### src/rtl/sound_pkg.sv
// Shared register map and address decode for the tone channel bank.
package sound_pkg;

  localparam int CH_BITS = 4;

  typedef enum logic {
    REG_PERIOD   = 1'b0,
    REG_DURATION = 1'b1
  } reg_sel_e;

  typedef struct packed {
    logic [CH_BITS-1:0] ch;
    reg_sel_e           sel;
  } reg_addr_t;

  // Bit 0 picks the register, the bits above it pick the channel.
  function automatic reg_addr_t decode_addr(input logic [CH_BITS:0] addr);
    reg_addr_t d;
    d.ch  = addr[CH_BITS:1];
    d.sel = reg_sel_e'(addr[0]);
    return d;
  endfunction

endpackage

### src/rtl/sound_channel_bank_if.sv
// CPU memory-mapped write/readback port of the tone channel bank.
interface sound_channel_bank_if #(
  parameter int NCH   = 4,
  parameter int DBITS = 32
) ();

  logic                  wr;
  logic [$clog2(NCH):0]  addr;
  logic [DBITS-1:0]      cpu_writedata;
  logic [DBITS-1:0]      cpu_readdata;

  modport master (output wr, output addr, output cpu_writedata, input cpu_readdata);
  modport slave  (input wr, input addr, input cpu_writedata, output cpu_readdata);

endinterface

### src/rtl/sound_channel.sv
// One tone channel: period/duration registers, square-wave generator and
// note countdown driven by the shared duration tick.
module sound_channel #(
  parameter int PBITS   = 24,
  parameter int DURBITS = 16
) (
  input  logic               clock,
  input  logic               reset_n,
  input  logic               wr_period,
  input  logic               wr_duration,
  input  logic [PBITS-1:0]   period_data,
  input  logic [DURBITS-1:0] duration_data,
  input  logic               tick,
  output logic [PBITS-1:0]   period,
  output logic [DURBITS-1:0] remaining,
  output logic               tone,
  output logic               done,
  output logic               busy
);

  logic [PBITS-1:0] phase;
  logic             timed;
  logic             countdown;
  logic             expire;

  // A CPU write to this channel swallows the tick for this edge.
  assign countdown = tick && timed && !wr_period && !wr_duration;
  assign expire    = countdown && (remaining == DURBITS'(1));
  assign busy      = (period != '0);

  // NOTE: sequential state uses non-blocking assignments only, so every
  // register samples the pre-edge values and later lines may safely override
  // earlier ones (done defaults low, then pulses on expiry).
  always_ff @(posedge clock or negedge reset_n) begin
    if (!reset_n) begin
      period    <= '0;
      remaining <= '0;
      timed     <= 1'b0;
      phase     <= '0;
      tone      <= 1'b0;
      done      <= 1'b0;
    end else begin
      done <= 1'b0;

      if (wr_period) begin
        period <= period_data;
        phase  <= '0;
        tone   <= 1'b0;
      end else if (expire) begin
        period <= '0;
        phase  <= '0;
        tone   <= 1'b0;
        done   <= 1'b1;
      end else if (period == '0) begin
        phase <= '0;
        tone  <= 1'b0;
      end else if (phase == period - PBITS'(1)) begin
        phase <= '0;
        tone  <= ~tone;
      end else begin
        phase <= phase + PBITS'(1);
      end

      if (wr_duration) begin
        remaining <= duration_data;
        timed     <= (duration_data != '0);
      end else if (countdown) begin
        remaining <= remaining - DURBITS'(1);
        if (expire) timed <= 1'b0;
      end
    end
  end

endmodule

### src/rtl/sound_channel_bank.sv
// Bank of NCH tone channels on the CPU write path, with a shared duration
// prescaler, register readback and a popcount mix of the tone outputs.
module sound_channel_bank
  import sound_pkg::*;
#(
  parameter int NCH      = 4,
  parameter int DBITS    = 32,
  parameter int PBITS    = 24,
  parameter int DURBITS  = 16,
  parameter int TICK_DIV = 100000
) (
  input  logic                       clock,
  input  logic                       reset_n,
  sound_channel_bank_if.slave        bus,
  output logic [NCH-1:0]             tone,
  output logic [NCH-1:0]             busy,
  output logic [NCH-1:0]             done,
  output logic [$clog2(NCH+1)-1:0]   mix_out
);

  localparam int CW = $clog2(TICK_DIV);
  localparam int MW = $clog2(NCH+1);

  logic [CW-1:0]      presc;
  logic               tick;
  reg_addr_t          dec;
  logic [PBITS-1:0]   period_q    [NCH];
  logic [DURBITS-1:0] remaining_q [NCH];
  logic               unused_wdata;

  assign tick = (presc == CW'(TICK_DIV - 1));

  always_ff @(posedge clock or negedge reset_n) begin
    if (!reset_n)  presc <= '0;
    else if (tick) presc <= '0;
    else           presc <= presc + CW'(1);
  end

  // Channel indices at or above NCH match no instance, so those writes drop.
  assign dec          = decode_addr((CH_BITS+1)'(bus.addr));
  assign unused_wdata = ^bus.cpu_writedata;

  for (genvar i = 0; i < NCH; i++) begin : g_ch
    logic hit;
    assign hit = bus.wr && (dec.ch == CH_BITS'(i));

    sound_channel #(
      .PBITS   (PBITS),
      .DURBITS (DURBITS)
    ) u_ch (
      .clock         (clock),
      .reset_n       (reset_n),
      .wr_period     (hit && (dec.sel == REG_PERIOD)),
      .wr_duration   (hit && (dec.sel == REG_DURATION)),
      .period_data   (bus.cpu_writedata[PBITS-1:0]),
      .duration_data (bus.cpu_writedata[DURBITS-1:0]),
      .tick          (tick),
      .period        (period_q[i]),
      .remaining     (remaining_q[i]),
      .tone          (tone[i]),
      .done          (done[i]),
      .busy          (busy[i])
    );
  end

  // NOTE: every always_comb output gets a default before any conditional
  // assignment; a path that leaves it unassigned would infer a latch.
  always_comb begin
    bus.cpu_readdata = '0;
    for (int i = 0; i < NCH; i++) begin
      if (dec.ch == CH_BITS'(i)) begin
        bus.cpu_readdata = (dec.sel == REG_PERIOD) ? DBITS'(period_q[i])
                                                   : DBITS'(remaining_q[i]);
      end
    end
  end

  always_comb begin
    mix_out = '0;
    for (int i = 0; i < NCH; i++) mix_out = mix_out + MW'(tone[i]);
  end

endmodule

### src/flat_wrapper.sv
// flat-port wrapper written by rule: the top's interface ports become plain ports
module sound_channel_bank_flat import sound_pkg::*;
#(
  parameter int NCH      = 4,
  parameter int DBITS    = 32,
  parameter int PBITS    = 24,
  parameter int DURBITS  = 16,
  parameter int TICK_DIV = 100000
)
  (clock, reset_n, tone, busy, done, mix_out, bus_wr, bus_addr, bus_cpu_writedata, bus_cpu_readdata);
  sound_channel_bank_if #(.NCH(NCH), .DBITS(DBITS)) bus_i ();
  input  logic clock;
  input  logic reset_n;
  output logic [NCH-1:0] tone;
  output logic [NCH-1:0] busy;
  output logic [NCH-1:0] done;
  output logic [$clog2(NCH+1)-1:0] mix_out;
  input wire logic [$bits(bus_i.wr)-1:0] bus_wr;
  input wire logic [$bits(bus_i.addr)-1:0] bus_addr;
  input wire logic [$bits(bus_i.cpu_writedata)-1:0] bus_cpu_writedata;
  output wire logic [$bits(bus_i.cpu_readdata)-1:0] bus_cpu_readdata;
  assign bus_i.wr = bus_wr;
  assign bus_i.addr = bus_addr;
  assign bus_i.cpu_writedata = bus_cpu_writedata;
  assign bus_cpu_readdata = bus_i.cpu_readdata;
  sound_channel_bank #(.NCH(NCH), .DBITS(DBITS), .PBITS(PBITS), .DURBITS(DURBITS), .TICK_DIV(TICK_DIV)) u_core (.clock(clock), .reset_n(reset_n), .bus(bus_i), .tone(tone), .busy(busy), .done(done), .mix_out(mix_out));
endmodule
### config.mk
export PLATFORM = sky130hd
export DESIGN_NAME = sound_channel_bank_flat
export DESIGN_NICKNAME = d
export VERILOG_FILES = /design/src/rtl/sound_pkg.sv /design/src/rtl/sound_channel_bank_if.sv /design/src/rtl/sound_channel.sv /design/src/rtl/sound_channel_bank.sv /design/src/flat_wrapper.sv
export SDC_FILE = /design/constraint.sdc
export NUM_CORES = 1
export LEC_CHECK = 0
export BUFFER_PORTS_ARGS = -buffer_cell sky130_fd_sc_hd__buf_2
export CORE_MARGIN = 2
export CORE_UTILIZATION = 35
export CTS_BUF_LIST = sky130_fd_sc_hd__clkbuf_16
export DETAILED_ROUTE_END_ITERATION = 8
export PLACE_DENSITY = 0.6
export SYNTH_ARGS = -nofsm -noshare
export SYNTH_HDL_FRONTEND = slang
export SYNTH_SLANG_ARGS = --single-unit
### constraint.sdc
create_clock -name clock -period 3.8 [get_ports clock]
set_clock_uncertainty 0.1 [all_clocks]
set_input_delay 0.76 -clock clock [delete_from_list [all_inputs] [get_ports clock]]
set_output_delay 0.76 -clock clock [all_outputs]
set_load 0.05 [all_outputs]
==> impl_metrics.json <==
{
  "status": "completed",
  "layout_min_cycle_time_ns": 3.66,
  "drc": 0,
  "ir_worst_vdd_mv": 0.265,
  "ys_ff_latch": 285,
  "syn_avg_cell_area_um2": 8.86,
  "highest-signal-layer": "met5",
  "synth_area_leaders": "dfrtp_1 (39%), nand2_1 (6.4%), xnor2_1 (6.0%)",
  "synth_edf_count": 0,
  "antenna_left": 0,
  "clock_latency_ns": 0.57,
  "rr_worst_depth": 11,
  "synth_cell_types": 87,
  "synthesis.area_um2": 18500,
  "rsz0062_at_grt": "no",
  "synth_top_area_share_pct": 38.5,
  "antenna_found_initial": 2,
  "grt_max_degree": 100,
  "post-dp-hpwl_um": 44400,
  "start_util_pct": 35.3,
  "vias": 16400,
  "fillerInstances": 5164,
  "grt_pass1_vias": 15700,
  "power_density_nw_per_um2": 518,
  "drive_gt1_share_pct": 14.3,
  "hold_ws_ns": 0.102,
  "arrival_ns": 2.80,
  "ys.warnings.count": 0,
  "cts_hold_buf": 0,
  "setup_viol": 0,
  "fin_crit_sh_pct": 96.2,
  "clk_pin_slew_ns": 0.06,
  "cts_inserted_buffers": 37,
  "grtUsageTotal_pct": 22.3,
  "wire_per_inst_um": 21.3,
  "synth_top_cell_by_area": "dfrtp_1",
  "ctsRootBufferMaster": "clkbuf_16",
  "num_rows": 84,
  "syn_inst": 2088,
  "drv_cap": 0,
  "gp_congestion": 0.916,
  "die_w_um": 234,
  "io_pins": 85,
  "routed_via_density": 5.76,
  "seq_area_frac_synth_pct": 38.5,
  "path_max_fanout": 6,
  "tns_ns": 0,
  "syn2layout_area_growth_pct": 13.6,
  "crit_path_end_kind": "output port",
  "async_flop_share_pct": 100,
  "p_leak_nw": 8.48,
  "synth_most_common_cell": "nand2_1",
  "die_y_um": 234,
  "crit_path_start_kind": "register",
  "drt_iter0_markers": 1622,
  "synth_ff_type": "dfrtp_1",
  "cp.required_ns": 2.94,
  "dieArea_um2": 54700,
  "fin_ws_ns": 0.145,
  "port_buffers": 68,
  "cts_tree": "yes",
  "core_region_area_um2": 52400,
  "final_nets": 2196,
  "path_class": "reg -> out",
  "dr.pass1.iters": 6,
  "maxSlewHeadroom_pct": 35.6,
  "wirelength_um": 60700,
  "clockBufferDepth": 3,
  "dpl_worst_slack_ns": 0.142,
  "finalHoldViolCount": 0,
  "dr_wl_met2_um": 27400,
  "synthTopCellsByCount": "nand2_1 (316), dfrtp_1 (285), o21ai_0 (141)",
  "slew_violations": 0,
  "tightest_slew_ns": 0.958,
  "grt-ovfl-total": 0,
  "clock_sinks": 285,
  "drt-met1-wl_um": 26500,
  "dr_wl_met3_um": 4210,
  "diodes": 0,
  "min_path_type": "in -> async",
  "grt_pass1_wl_um": 94000,
  "htree_levels": 2,
  "max_freq_ghz": 0.274
}
## final timing paths
check / slack [ns] / start / end
worst max-delay path: 0.14 / u_core.g_ch[2].u_ch.period[0]$_DFFE_PN0P_ / busy[2]
worst min-delay path: 0.10 / reset_n / u_core.g_ch[2].u_ch.phase[19]$_DFF_PN0_
worst max register to register: 0.23 / u_core.g_ch[2].u_ch.period[0]$_DFFE_PN0P_ / u_core.g_ch[2].u_ch.phase[16]$_DFF_PN0_
worst min register to register: 0.38 / u_core.presc[0]$_DFF_PN0_ / u_core.presc[0]$_DFF_PN0_
max in group asynchronous: 2.55 / reset_n / u_core.g_ch[1].u_ch.phase[3]$_DFF_PN0_
min in group clock: 0.38 / u_core.presc[0]$_DFF_PN0_ / u_core.presc[0]$_DFF_PN0_
## cell usage in the layout (no fill, tap or decap), drive strengths merged, types with 37 or more instances in the layout
| master | instances |
|---|---|
| nand3 | 77 |
| o21ai | 150 |
| nand2 | 316 |
| nor3 | 152 |
| or3 | 43 |
| clkbuf | 37 |
| a21oi | 38 |
| inv | 60 |
| nor2 | 128 |
| dfrtp | 285 |
| buf | 143 |
| xor2 | 114 |
| xnor2 | 127 |
| nor4 | 53 |
| mux4 | 40 |
## power by group
group | internal [mW] | switching [mW]
combinational | 1.28 | 1.76
sequential | 3.51 | 0.811
clock | 2.11 | 1.42
total | 6.90 | 3.98
## layout make-up
cell class,instances,area (um^2),area share (%)
well taps,688,861,4.10
clock inverters,28,262,1.24
inverters,50,188,0.893
repair buffers,143,1000,4.76
multi-input cells,1621,10600,50.7
flip-flops and latches,285,7130,33.9
clock buffers,37,926,4.41
## stage by stage
step	instance area, um^2	power [mW]	std cells	utilization (%)
after global placement	19800	7.26	2786	37.7
final	21000	10.9	2852	40.1
after global routing	21000	11.4	2852	40.1
after floorplan	18500	6.26	2095	-
after CTS	21000	10.9	2851	40.0
after detailed placement	19800	7.34	2786	37.7
## layer usage
metal / vias up / track usage [%]
met5: - / 0
met4: 4 / 9.14
met2: 598 / 34.9
li1: 7542 / -
met1: 8152 / 30.3
met3: 127 / 4.28
## repair_timing
action	in CTS	in global routing
hold endpoints to repair	0	0
gates resized for setup	4	2
buffers inserted	0	1
pin swaps	1	1
endpoints found under the setup margin	2	28
## critical path: stages, from the launching register on
cell and delay [ns]:
dfrtp_1 0.37, inv_1 0.10, ha_1 0.27, or4b_1 0.63
nor4_4 0.35, nand3_2 0.22, buf_2 0.28
## kinds of logic after synthesis
kind of cell	after synthesis	share of synthesized area, %
AOI/OAI and AO/OA	329	11.2
and+or+nand+nor	964	27.0
buffers and inverters	189	4.43
muxes	59	6.03
xor gates and xnor gates	241	11.4
DFF	285	38.5
adders and majority gates	20	1.39
other	1	0.0203
## sequential cells by signal, indices dropped and copies added (netlist names)
signal	count
u_core.g_ch.u_ch.done	4
u_core.g_ch.u_ch.period	96
u_core.g_ch.u_ch.phase	96
u_core.g_ch.u_ch.remaining	64
u_core.g_ch.u_ch.timed	4
u_core.g_ch.u_ch.tone	4
u_core.presc	17
Power figures use the tool's default switching activity.
